==> config.mk <==
export PLATFORM = sky130hd
export DESIGN_NAME = fir_decim_out_flat
export DESIGN_NICKNAME = d
export VERILOG_FILES = /design/src/rtl/fir_decim_out_pkg.sv /design/src/rtl/fir_decim_out_if.sv /design/src/rtl/fir_decim_out_sync_fifo.sv /design/src/rtl/fir_decim_out.sv /design/src/flat_wrapper.sv
export SDC_FILE = /design/constraint.sdc
export NUM_CORES = 1
export LEC_CHECK = 0
export BUFFER_PORTS_ARGS = -buffer_cell sky130_fd_sc_hd__clkbuf_2
export CAP_MARGIN = 20
export CORE_UTILIZATION = 51
export CTS_CLUSTER_DIAMETER = 40
export DETAILED_ROUTE_END_ITERATION = 7
export HOLD_SLACK_MARGIN = 0.12
export MAX_ROUTING_LAYER = met4
export PLACE_DENSITY = 0.86
export SYNTH_ARGS = -nofsm -noshare
export SYNTH_HDL_FRONTEND = slang
export SYNTH_SLANG_ARGS = --single-unit
==> constraint.sdc <==
create_clock -name clk -period 2.6 [get_ports clk]
set_clock_uncertainty 0.2 [all_clocks]
set_input_delay 0.26 -clock clk [delete_from_list [all_inputs] [get_ports clk]]
set_output_delay 0.26 -clock clk [all_outputs]
set_load 0.03 [all_outputs]
==> src/rtl/fir_decim_out_pkg.sv <==
// fir_pkg: shared width constant, saturation limits and round/shift/clamp requant for FIR output taps
package fir_pkg;
  localparam int IN_GUARD = 4;
  localparam int RQ_W = 32;
  function automatic logic signed [RQ_W-1:0] sat_max(input int dw);
    return (32'sd1 <<< (dw - 1)) - 32'sd1;
  endfunction
  function automatic logic signed [RQ_W-1:0] sat_min(input int dw);
    return -(32'sd1 <<< (dw - 1));
  endfunction
  function automatic logic signed [RQ_W-1:0] round_shift(input logic signed [RQ_W-1:0] x, input int shift);
    return (x + ((shift > 0) ? (32'sd1 <<< (shift - 1)) : 32'sd0)) >>> shift;
  endfunction
  function automatic logic signed [RQ_W-1:0] requant(input logic signed [RQ_W-1:0] x, input int shift, input int dw);
    logic signed [RQ_W-1:0] r;
    r = round_shift(x, shift);
    return r > sat_max(dw) ? sat_max(dw) : r < sat_min(dw) ? sat_min(dw) : r;
  endfunction
  function automatic logic clamped(input logic signed [RQ_W-1:0] x, input int shift, input int dw);
    logic signed [RQ_W-1:0] r;
    r = round_shift(x, shift);
    return r > sat_max(dw) || r < sat_min(dw);
  endfunction
endpackage

==> src/rtl/fir_decim_out_if.sv <==
// fir_decim_out_if: FIR sample input plus valid/ready requantized output bus
interface fir_decim_out_if import fir_pkg::*; #(
  parameter int DATA_WIDTH = 8,
  parameter int IN_WIDTH = DATA_WIDTH + IN_GUARD
);
  logic signed [IN_WIDTH-1:0] y_in;
  logic y_in_en;
  logic signed [DATA_WIDTH-1:0] out_data;
  logic out_valid;
  logic out_ready;
  modport master (output y_in, y_in_en, out_ready, input out_data, out_valid);
  modport slave (input y_in, y_in_en, out_ready, output out_data, out_valid);
endinterface

==> src/rtl/fir_decim_out_sync_fifo.sv <==
// sync_fifo: power-of-2 depth FIFO with head-of-queue output forced to zero when empty
module sync_fifo #(
  parameter int WIDTH = 8,
  parameter int DEPTH = 4
) (
  input  logic                     clk,
  input  logic                     rst,
  input  logic                     push,
  input  logic                     pop,
  input  logic [WIDTH-1:0]         din,
  output logic [WIDTH-1:0]         dout,
  output logic                     full,
  output logic                     empty,
  output logic [$clog2(DEPTH):0]   count
);
  localparam int AW = $clog2(DEPTH);
  logic [WIDTH-1:0] mem [DEPTH];
  logic [AW-1:0] wr_q, wr_d, rd_q, rd_d;
  logic [AW:0] cnt_q, cnt_d;
  logic wr, rd;
  assign rd = pop && !empty;
  assign wr = push && (!full || rd);
  assign full = cnt_q == (AW+1)'(DEPTH);
  assign empty = cnt_q == '0;
  assign dout = empty ? '0 : mem[rd_q];
  assign count = cnt_q;
  always_comb begin
    wr_d = wr ? wr_q + AW'(1) : wr_q;
    rd_d = rd ? rd_q + AW'(1) : rd_q;
    cnt_d = cnt_q + (AW+1)'(wr) - (AW+1)'(rd);
  end
  always_ff @(posedge clk or negedge rst) begin
    if (!rst) begin
      wr_q <= '0;
      rd_q <= '0;
      cnt_q <= '0;
    end else begin
      wr_q <= wr_d;
      rd_q <= rd_d;
      cnt_q <= cnt_d;
    end
  end
  always_ff @(posedge clk) begin
    if (wr) mem[wr_q] <= din;
  end
endmodule

==> src/rtl/fir_decim_out.sv <==
// fir_decim_out: decimate, requantize and FIFO-buffer FIR output; FIR_DECIM_SAT_CNT_EN adds a saturating clamp counter
module fir_decim_out import fir_pkg::*; #(
  parameter int DATA_WIDTH = 8,
  parameter int IN_WIDTH = DATA_WIDTH + IN_GUARD,
  parameter int DECIM = 2,
  parameter int SHIFT = 4,
  parameter int FIFO_DEPTH = 4
) (
  input  logic                          clk,
  input  logic                          rst,
  fir_decim_out_if.slave                bus,
  output logic [$clog2(FIFO_DEPTH):0]   fifo_count,
  output logic                          overflow
`ifdef FIR_DECIM_SAT_CNT_EN
  ,
  output logic [15:0]                   sat_count
`endif
);
  localparam int PW = DECIM > 1 ? $clog2(DECIM) : 1;
  logic [PW-1:0] phase_q, phase_d;
  logic signed [DATA_WIDTH-1:0] stage_q, stage_d, fifo_dout;
  logic stage_v_q, stage_v_d, overflow_q, overflow_d;
  logic keep, pop, full, empty;
  logic signed [RQ_W-1:0] y_ext;
  assign y_ext = RQ_W'(bus.y_in);
  assign keep = bus.y_in_en && phase_q == '0;
  assign pop = bus.out_valid && bus.out_ready;
  always_comb begin
    phase_d = !bus.y_in_en ? phase_q : phase_q == PW'(DECIM - 1) ? '0 : phase_q + PW'(1);
    stage_v_d = keep;
    stage_d = keep ? DATA_WIDTH'(requant(y_ext, SHIFT, DATA_WIDTH)) : stage_q;
    overflow_d = overflow_q || (stage_v_q && full && !pop);
  end
  always_ff @(posedge clk or negedge rst) begin
    if (!rst) begin
      phase_q <= '0;
      stage_q <= '0;
      stage_v_q <= 1'b0;
      overflow_q <= 1'b0;
    end else begin
      phase_q <= phase_d;
      stage_q <= stage_d;
      stage_v_q <= stage_v_d;
      overflow_q <= overflow_d;
    end
  end
  sync_fifo #(.WIDTH(DATA_WIDTH), .DEPTH(FIFO_DEPTH)) u_fifo (
    .clk(clk),
    .rst(rst),
    .push(stage_v_q),
    .pop(pop),
    .din(stage_q),
    .dout(fifo_dout),
    .full(full),
    .empty(empty),
    .count(fifo_count)
  );
  assign bus.out_data = fifo_dout;
  assign bus.out_valid = !empty;
  assign overflow = overflow_q;
`ifdef FIR_DECIM_SAT_CNT_EN
  logic [15:0] sat_q, sat_d;
  always_comb begin
    sat_d = (keep && clamped(y_ext, SHIFT, DATA_WIDTH) && sat_q != 16'hFFFF) ? sat_q + 16'd1 : sat_q;
  end
  always_ff @(posedge clk or negedge rst) begin
    if (!rst) sat_q <= '0;
    else sat_q <= sat_d;
  end
  assign sat_count = sat_q;
`endif
endmodule

==> src/flat_wrapper.sv <==
// flat-port wrapper written by rule: the top's interface ports become plain ports
module fir_decim_out_flat import fir_pkg::*;
#(
  parameter int DATA_WIDTH = 8,
  parameter int IN_WIDTH = DATA_WIDTH + IN_GUARD,
  parameter int DECIM = 2,
  parameter int SHIFT = 4,
  parameter int FIFO_DEPTH = 4
)
  (clk, rst, fifo_count, overflow, bus_y_in, bus_y_in_en, bus_out_ready, bus_out_data, bus_out_valid);
  fir_decim_out_if #(.DATA_WIDTH(DATA_WIDTH), .IN_WIDTH(IN_WIDTH)) bus_i ();
  input  logic clk;
  input  logic rst;
  output logic [$clog2(FIFO_DEPTH):0] fifo_count;
  output logic overflow;
  input wire logic [$bits(bus_i.y_in)-1:0] bus_y_in;
  input wire logic [$bits(bus_i.y_in_en)-1:0] bus_y_in_en;
  input wire logic [$bits(bus_i.out_ready)-1:0] bus_out_ready;
  output wire logic [$bits(bus_i.out_data)-1:0] bus_out_data;
  output wire logic [$bits(bus_i.out_valid)-1:0] bus_out_valid;
  assign bus_i.y_in = bus_y_in;
  assign bus_i.y_in_en = bus_y_in_en;
  assign bus_i.out_ready = bus_out_ready;
  assign bus_out_data = bus_i.out_data;
  assign bus_out_valid = bus_i.out_valid;
  fir_decim_out #(.DATA_WIDTH(DATA_WIDTH), .IN_WIDTH(IN_WIDTH), .DECIM(DECIM), .SHIFT(SHIFT), .FIFO_DEPTH(FIFO_DEPTH)) u_core (.clk(clk), .rst(rst), .bus(bus_i), .fifo_count(fifo_count), .overflow(overflow));
endmodule
==> results of run 1 <==
sequential cells by signal, indices dropped and copies added, names as in the netlist:
| name | flops |
|---|---|
| u_core.u_fifo.mem | 32 |
| u_core.stage_v_q | 1 |
| u_core.u_fifo.wr_q | 2 |
| u_core.stage_q | 8 |
| u_core.u_fifo.count | 3 |
| u_core.u_fifo.rd_q | 2 |
| u_core.overflow | 1 |
| u_core.phase_q | 1 |
cells in the mapped netlist, drive strengths merged:
library cell	n	share of area (%)
mux4	8	8.2
a21oi	5	1.1
nor2	8	1.4
o31ai	1	0.34
buf	3	0.68
xor2	4	1.6
nand3	3	0.68
and3b	1	0.40
a21o	1	0.34
o21ai	3	0.68
inv	8	1.4
dfrtp	18	21
o31a	1	0.46
edfxtp	32	44
nor4b	1	0.40
or3	3	1.1
o211ai	2	0.68
mux2i	2	0.91
and2	13	3.8
xnor2	6	2.4
nor2b	2	0.57
and4	1	0.40
clkbuf	2	0.34
nand4	2	0.86
nand2	6	1.1
fa	1	0.91
a31oi	2	0.57
or2	1	0.29
ha	7	4.0
cell families after synthesis:
kind of cell / count (synthesis) / synth area share [%]
XOR/XNOR: 10 / 3.99
AND/OR/NAND/NOR: 41 / 11.0
flip-flops: 50 / 64.3
multiplexers: 10 / 9.13
AO/OA/AOI/OAI: 15 / 4.22
adder cells (fa/ha/maj): 8 / 4.91
buffers and inverters: 13 / 2.40
cell type report:
class / count / area (um2) / share of cell area, %
sequential: 50 / 1410 / 54.8
multi-input combinational: 84 / 746 / 28.9
timing repair buffer: 37 / 233 / 9.02
clock buffer: 6 / 82.6 / 3.20
tap: 50 / 62.6 / 2.43
inverter: 8 / 30.0 / 1.16
clock inverter: 2 / 11.3 / 0.437
critical path, cell delays in order, from the launching register on:
cell,delay (ns)
dfrtp_2,0.43
or3_1,0.41
and2_4,0.20
ha_1,0.31
inv_1,0.05
ha_1,0.19
fa_2,0.35
xor2_2,0.16
xnor2_1,0.13
metrics by stage:
stage | worst slack [ns] | total power [W] | utilization, % | instances | hold slack, ns
2_1_floorplan | 0.00673 | 0.00213 | - | 147 | -0.236
3_3_place_gp | 0.219 | 0.00238 | 59.0 | 221 | 0.00744
3_5_place_dp | 0.153 | 0.00247 | 59.0 | 221 | 0.0231
4_1_cts | 0.146 | 0.00292 | 63.0 | 236 | 0.132
5_1_grt | -0.0290 | 0.00312 | 63.6 | 237 | 0.160
6_report | 0.0684 | 0.00295 | 63.6 | 237 | 0.144
power groups by stage:
stage               sequential [W]  combinational [W]  clock (W)
floorplan                  0.00133           0.000795          0
global placement           0.00134            0.00104          0
detailed placement         0.00138            0.00109          0
CTS                        0.00136            0.00110   0.000460
global route               0.00139            0.00125   0.000483
finish                     0.00135            0.00114   0.000453
repair_timing:
item / CTS / global route
gates resized for setup: 0 / 2
hold endpoints to repair: 25 / 0
hold buffers: 7 / 0
setup endpoints to repair: 0 / 1
setup buffers: 0 / 1
routing by layer:
metal / global-route usage, % / up-vias
met1: 21.8 / 631
met5: - / -
li1: - / 610
met4: 6.91 / 0
met3: 4.05 / 0
met2: 28.7 / 49
worst paths after layout:
path	cells past startpoint	endpoint
hold / removal	4	u_core.stage_q[2]
setup reg to reg	8	u_core.u_fifo.count[2]
setup / recovery	8	u_core.u_fifo.count[2]
min in group asynchronous	2	u_core.u_fifo.count[0]
hold reg to reg	1	u_core.overflow
max in group asynchronous	2	u_core.u_fifo.count[1]
==> metrics, run 1 <==
Seq/Total Area, Yosys=about 64%; ANT nets after route=0; min cycle time layout=2.53 ns; Nets=210; status=finished, final reports clean; Vias=1,290; Post-DP HPWL=~2600 um; HP Class=input port to flip-flop; FILL cells=290; H-tree Lvls=2; combinational power share=between 30% and 40%; commonest non-fill, non-tap cell in the layout=edfxtp_1; global-route wire length before repair=5650 um; GRT Overall Usage=17.9%; initial core utilization=a little over half; Met3 Wirelength=207 um; Critical Path Sink Type=flip-flop; Antenna Cells=0; final RePlAce weighted congestion=0.810; Mean Syn Cell Area=14.9 um2; startpoint types=flip-flop; initial antenna violation count=0; Tcrit/Tclk final=97.4%; die area=4570 um2; share of cells above drive strength 1=30.5%; Power per Cell Area=between 1000 and 1500 nW/um2; Setup-failing EPs final=0; Post-Synthesis Cells=147; largest net degree at the start of global routing=19; Max Freq=roughly 400 MHz; Critical Path RT=about 2.6 ns; Synth Warn #=0; die height=around 68 um; worst hold start=bus_y_in[6]; DRT Pass-1 Iters=4; register bit total from synthesis=50; clk slew on worst S/H paths=0.08 ns; crit path launch=u_core.u_fifo.count[1]; Via density=between 5 and 6; GRT Residual Overflow=0; io pins=29; clk sinks=50; Top Metal Used=met3; core area=4060 um2; Slew @ Worst Pin=approximately 0.44 ns; Setup Crit Path Kind=flip-flop to flip-flop; CTS tree=done; synth unique cells=33; row cnt=23; final hold vios=0; met2 WL=2010 um; Root Buffer=clkbuf_8; setup TNS=0 ns; Internal Pwr Total=about 0.0018 W; final instance area=2580 um2; Slew HR=70.5%; critical path data arrival time=2.52 ns; Max Slew Vio Count=0; clock buffer depth=2; max-cap violations=0; TritonCTS Buffers=5; number of global-route vias before repair=1,229; worst skew pair latency=0.30 ns; Worst Path Max Fanout=3; PortBufs=25; Net Switching=0.00110 W; Initial DRC Count=91; Cell Area, Synth=2190 um2; die span in x=between 60 and 70 um; Syn Nets=171; clock power share=15.4%; share of total power in sequential cells=45.9%; wire per inst=15.8 um; most frequent cells in the layout=edfxtp_1, clkbuf_2, dfrtp_1, and2_1; R2R Setup Slk=between 0.06 and 0.07 ns; met1 WL=1530 um; Post-DP Area=2390 um2; # DRC=0; leakage=approximately 1 nW; sw frac=37.4%; Crit Reg-Reg Startpoint=u_core.u_fifo.count[1]; Worst IR Drop VDD=roughly 0.00043 V; Layout area overhead=17.6%; final WL=roughly 3800 um
(Power assumes the default switching activity.)
==> run 2, diff against run 1 <==
ABC_AREA = 1   (was not set)
CELL_PAD_IN_SITES_DETAIL_PLACEMENT = 0   (was not set)
CELL_PAD_IN_SITES_GLOBAL_PLACEMENT = 1   (was not set)
CORE_UTILIZATION = 40   (was 51)
PLACE_DENSITY = 0.85   (was 0.86)
SLEW_MARGIN = 10   (was not set)
==> metrics, run 2 <==
leakage=around 1.2 nW; max-cap violations=0; final WL=4040 um; largest net degree at the start of global routing=20; clk sinks=50; Tcrit/Tclk final=between 90% and 100%; synth unique cells=26; Post-synth top cells=nand2_1, nor2_1, edfxtp_1; Worst Path Max Fanout=8; Post-CTS Hold Buffers=6; post-CTS setup buffer count=0; worst skew pair latency=about 0.30 ns; crit path cell chain=dlygate4sd3_1, clkbuf_2, inv_2, nand3_1, nand2_2, ha_1, inv_1, ha_1, fa_1, xnor2_1, xor2_1; Largest register FFs=32; Initial DRC Count=64; Critical Path Most Common Cell=ha_1; status=finished, final reports clean; placed cells=326; Power per Cell Area=1020 nW/um2; count leader, synth=nand2_1; Critical Path Sink Type=flip-flop; pre-CTS worst setup slack=between 0.2 and 0.3 ns; share of cells above drive strength 1=20.5%; Post-DP HPWL=approximately 2800 um; PortBufs=25; Post-Synthesis Cells=228; Largest Register=u_core.u_fifo.mem; core area=5570 um2; asr flop ratio synth=36.0%; Syn Nets=252; Vias=1,571; Crit-path slowest cell=dlygate4sd3_1; Slew HR=56.6%; area leader, netlist=edfxtp_1; die span in x=roughly 78 um; row cnt=27; global-route wire length before repair=6890 um; Layout Utilization=48.8%; Worst IR Drop VDD=between 0.0004 and 0.0005 V; wire per inst=11.9 um; Max Slew Vio Count=0; TritonCTS Buffers=5; Synth Warn #=0; top cell type's share of synthesized area=41.1%; Setup Crit Path Kind=input port to flip-flop; top_reg_cell synth=edfxtp_1; Layout area overhead=16.4%; CTS tree=done; Post-synth EDFFs=32; max incr delay on CP=0.53 ns; final hold vios=0; GRT Overall Usage=15.4%; Non-Filler Instances=340; Nets=291; clk slew on worst S/H paths=0.08 ns; critical path data arrival time=2.43 ns; Root Buffer=clkbuf_8; RSZ-0062 raised after global routing=false; Antenna Cells=0; Slew @ Worst Pin=0.650 ns; clock buffer depth=2; initial antenna violation count=0; DRT Pass-1 Iters=4; Mean Syn Cell Area=approximately 10 um2; ANT nets after route=0; HP Class=input port to flip-flop; cts repair resizes=0; io pins=29; Via density=4.62; Cell Area, Synth=2340 um2; Max Freq=416 MHz; R2R Setup Slk=0.27 ns; Critical Path RT=2.63 ns; GRT Residual Overflow=0; final instance area=2720 um2; startpoint types=input port; most frequent cells in the layout=nand2_1, nor2_1, edfxtp_1, clkbuf_2; commonest non-fill, non-tap cell in the layout=nand2_1; Post-DP Area=2570 um2; number of global-route vias before repair=1,502; Seq/Total Area, Yosys=between 60% and 70%; initial core utilization=41.9%; # DRC=0; post-route setup slack=0.197 ns; min cycle time layout=between 2 and 2.5 ns; Setup-failing EPs final=0; die area=a little over 6000 um2; H-tree Lvls=2; final RePlAce weighted congestion=0.826; setup TNS=0 ns; top cells by area, synth=edfxtp_1, dfrtp_1, nand2_1; register bit total from synthesis=50; die height=78.4 um
run 2: layout make-up:
| class | instances | area [um2] |
|---|---|---|
| Clock buffer | 5 | 68.8 |
| Clock inverter | 3 | 21.3 |
| Fill cell | 526 | 2850 |
| Inverter | 22 | 82.6 |
| Multi-Input combinational cell | 152 | 823 |
| Sequential cell | 50 | 1410 |
| Tap cell | 72 | 90.1 |
| Timing Repair Buffer | 36 | 223 |
run 2: per-stage QoR:
stage          power [W]  hold WS [ns]
6_report         0.00277         0.167
5_1_grt          0.00297         0.202
4_1_cts          0.00280         0.163
3_5_place_dp     0.00236        0.0261
3_3_place_gp     0.00232        0.0229
2_1_floorplan    0.00202        -0.236
run 2: routing by layer:
| metal | track usage, % | part of all wire, % | routed length (um) |
|---|---|---|---|
| met5 | - | 0 | 0 |
| met4 | 6.67 | 1.5 | 62 |
| met3 | 3.14 | 4.1 | 166 |
| met2 | 26.0 | 49 | 1960 |
| met1 | 17.8 | 46 | 1850 |
run 2: final timing paths:
kind | cells past startpoint | from | end
setup / recovery | 11 | bus_out_ready | u_core.u_fifo.count[2]
hold / removal | 7 | bus_y_in[10] | u_core.stage_q[6]
setup reg to reg | 9 | u_core.u_fifo.count[1] | u_core.u_fifo.count[2]
hold reg to reg | 1 | u_core.overflow | u_core.overflow
max in group asynchronous | 2 | rst | u_core.stage_q[5]
min in group asynchronous | 2 | rst | u_core.stage_v_q
run 2: cell families (layout without fill, tap and decap cells):
family          Yosys count  count (layout)  synth area share, %
xor+xnor                  8               8                 3.00
fa+ha+maj                 8               8                 4.61
flops                    50              50                 60.4
compound gates           28              28                 6.11
simple gates            108             108                 21.5
buf+inv                  26              66                 4.34
run 2: report_power, final:
part / leakage, nW / internal (W) / switching [W]
clock network: 0.0441 / 0.000189 / 0.000251
registers: 0.506 / 0.00105 / 0.000186
logic: 0.632 / 0.000365 / 0.000736
total: 1.18 / 0.00160 / 0.00117
run 2: critical path: cells and delay by family:
kind	cells	cell delay, ns
xor gates and xnor gates	2	0.36
adders and majority gates	3	0.86
buffers and inverters	4	0.71
and+or+nand+nor	2	0.25
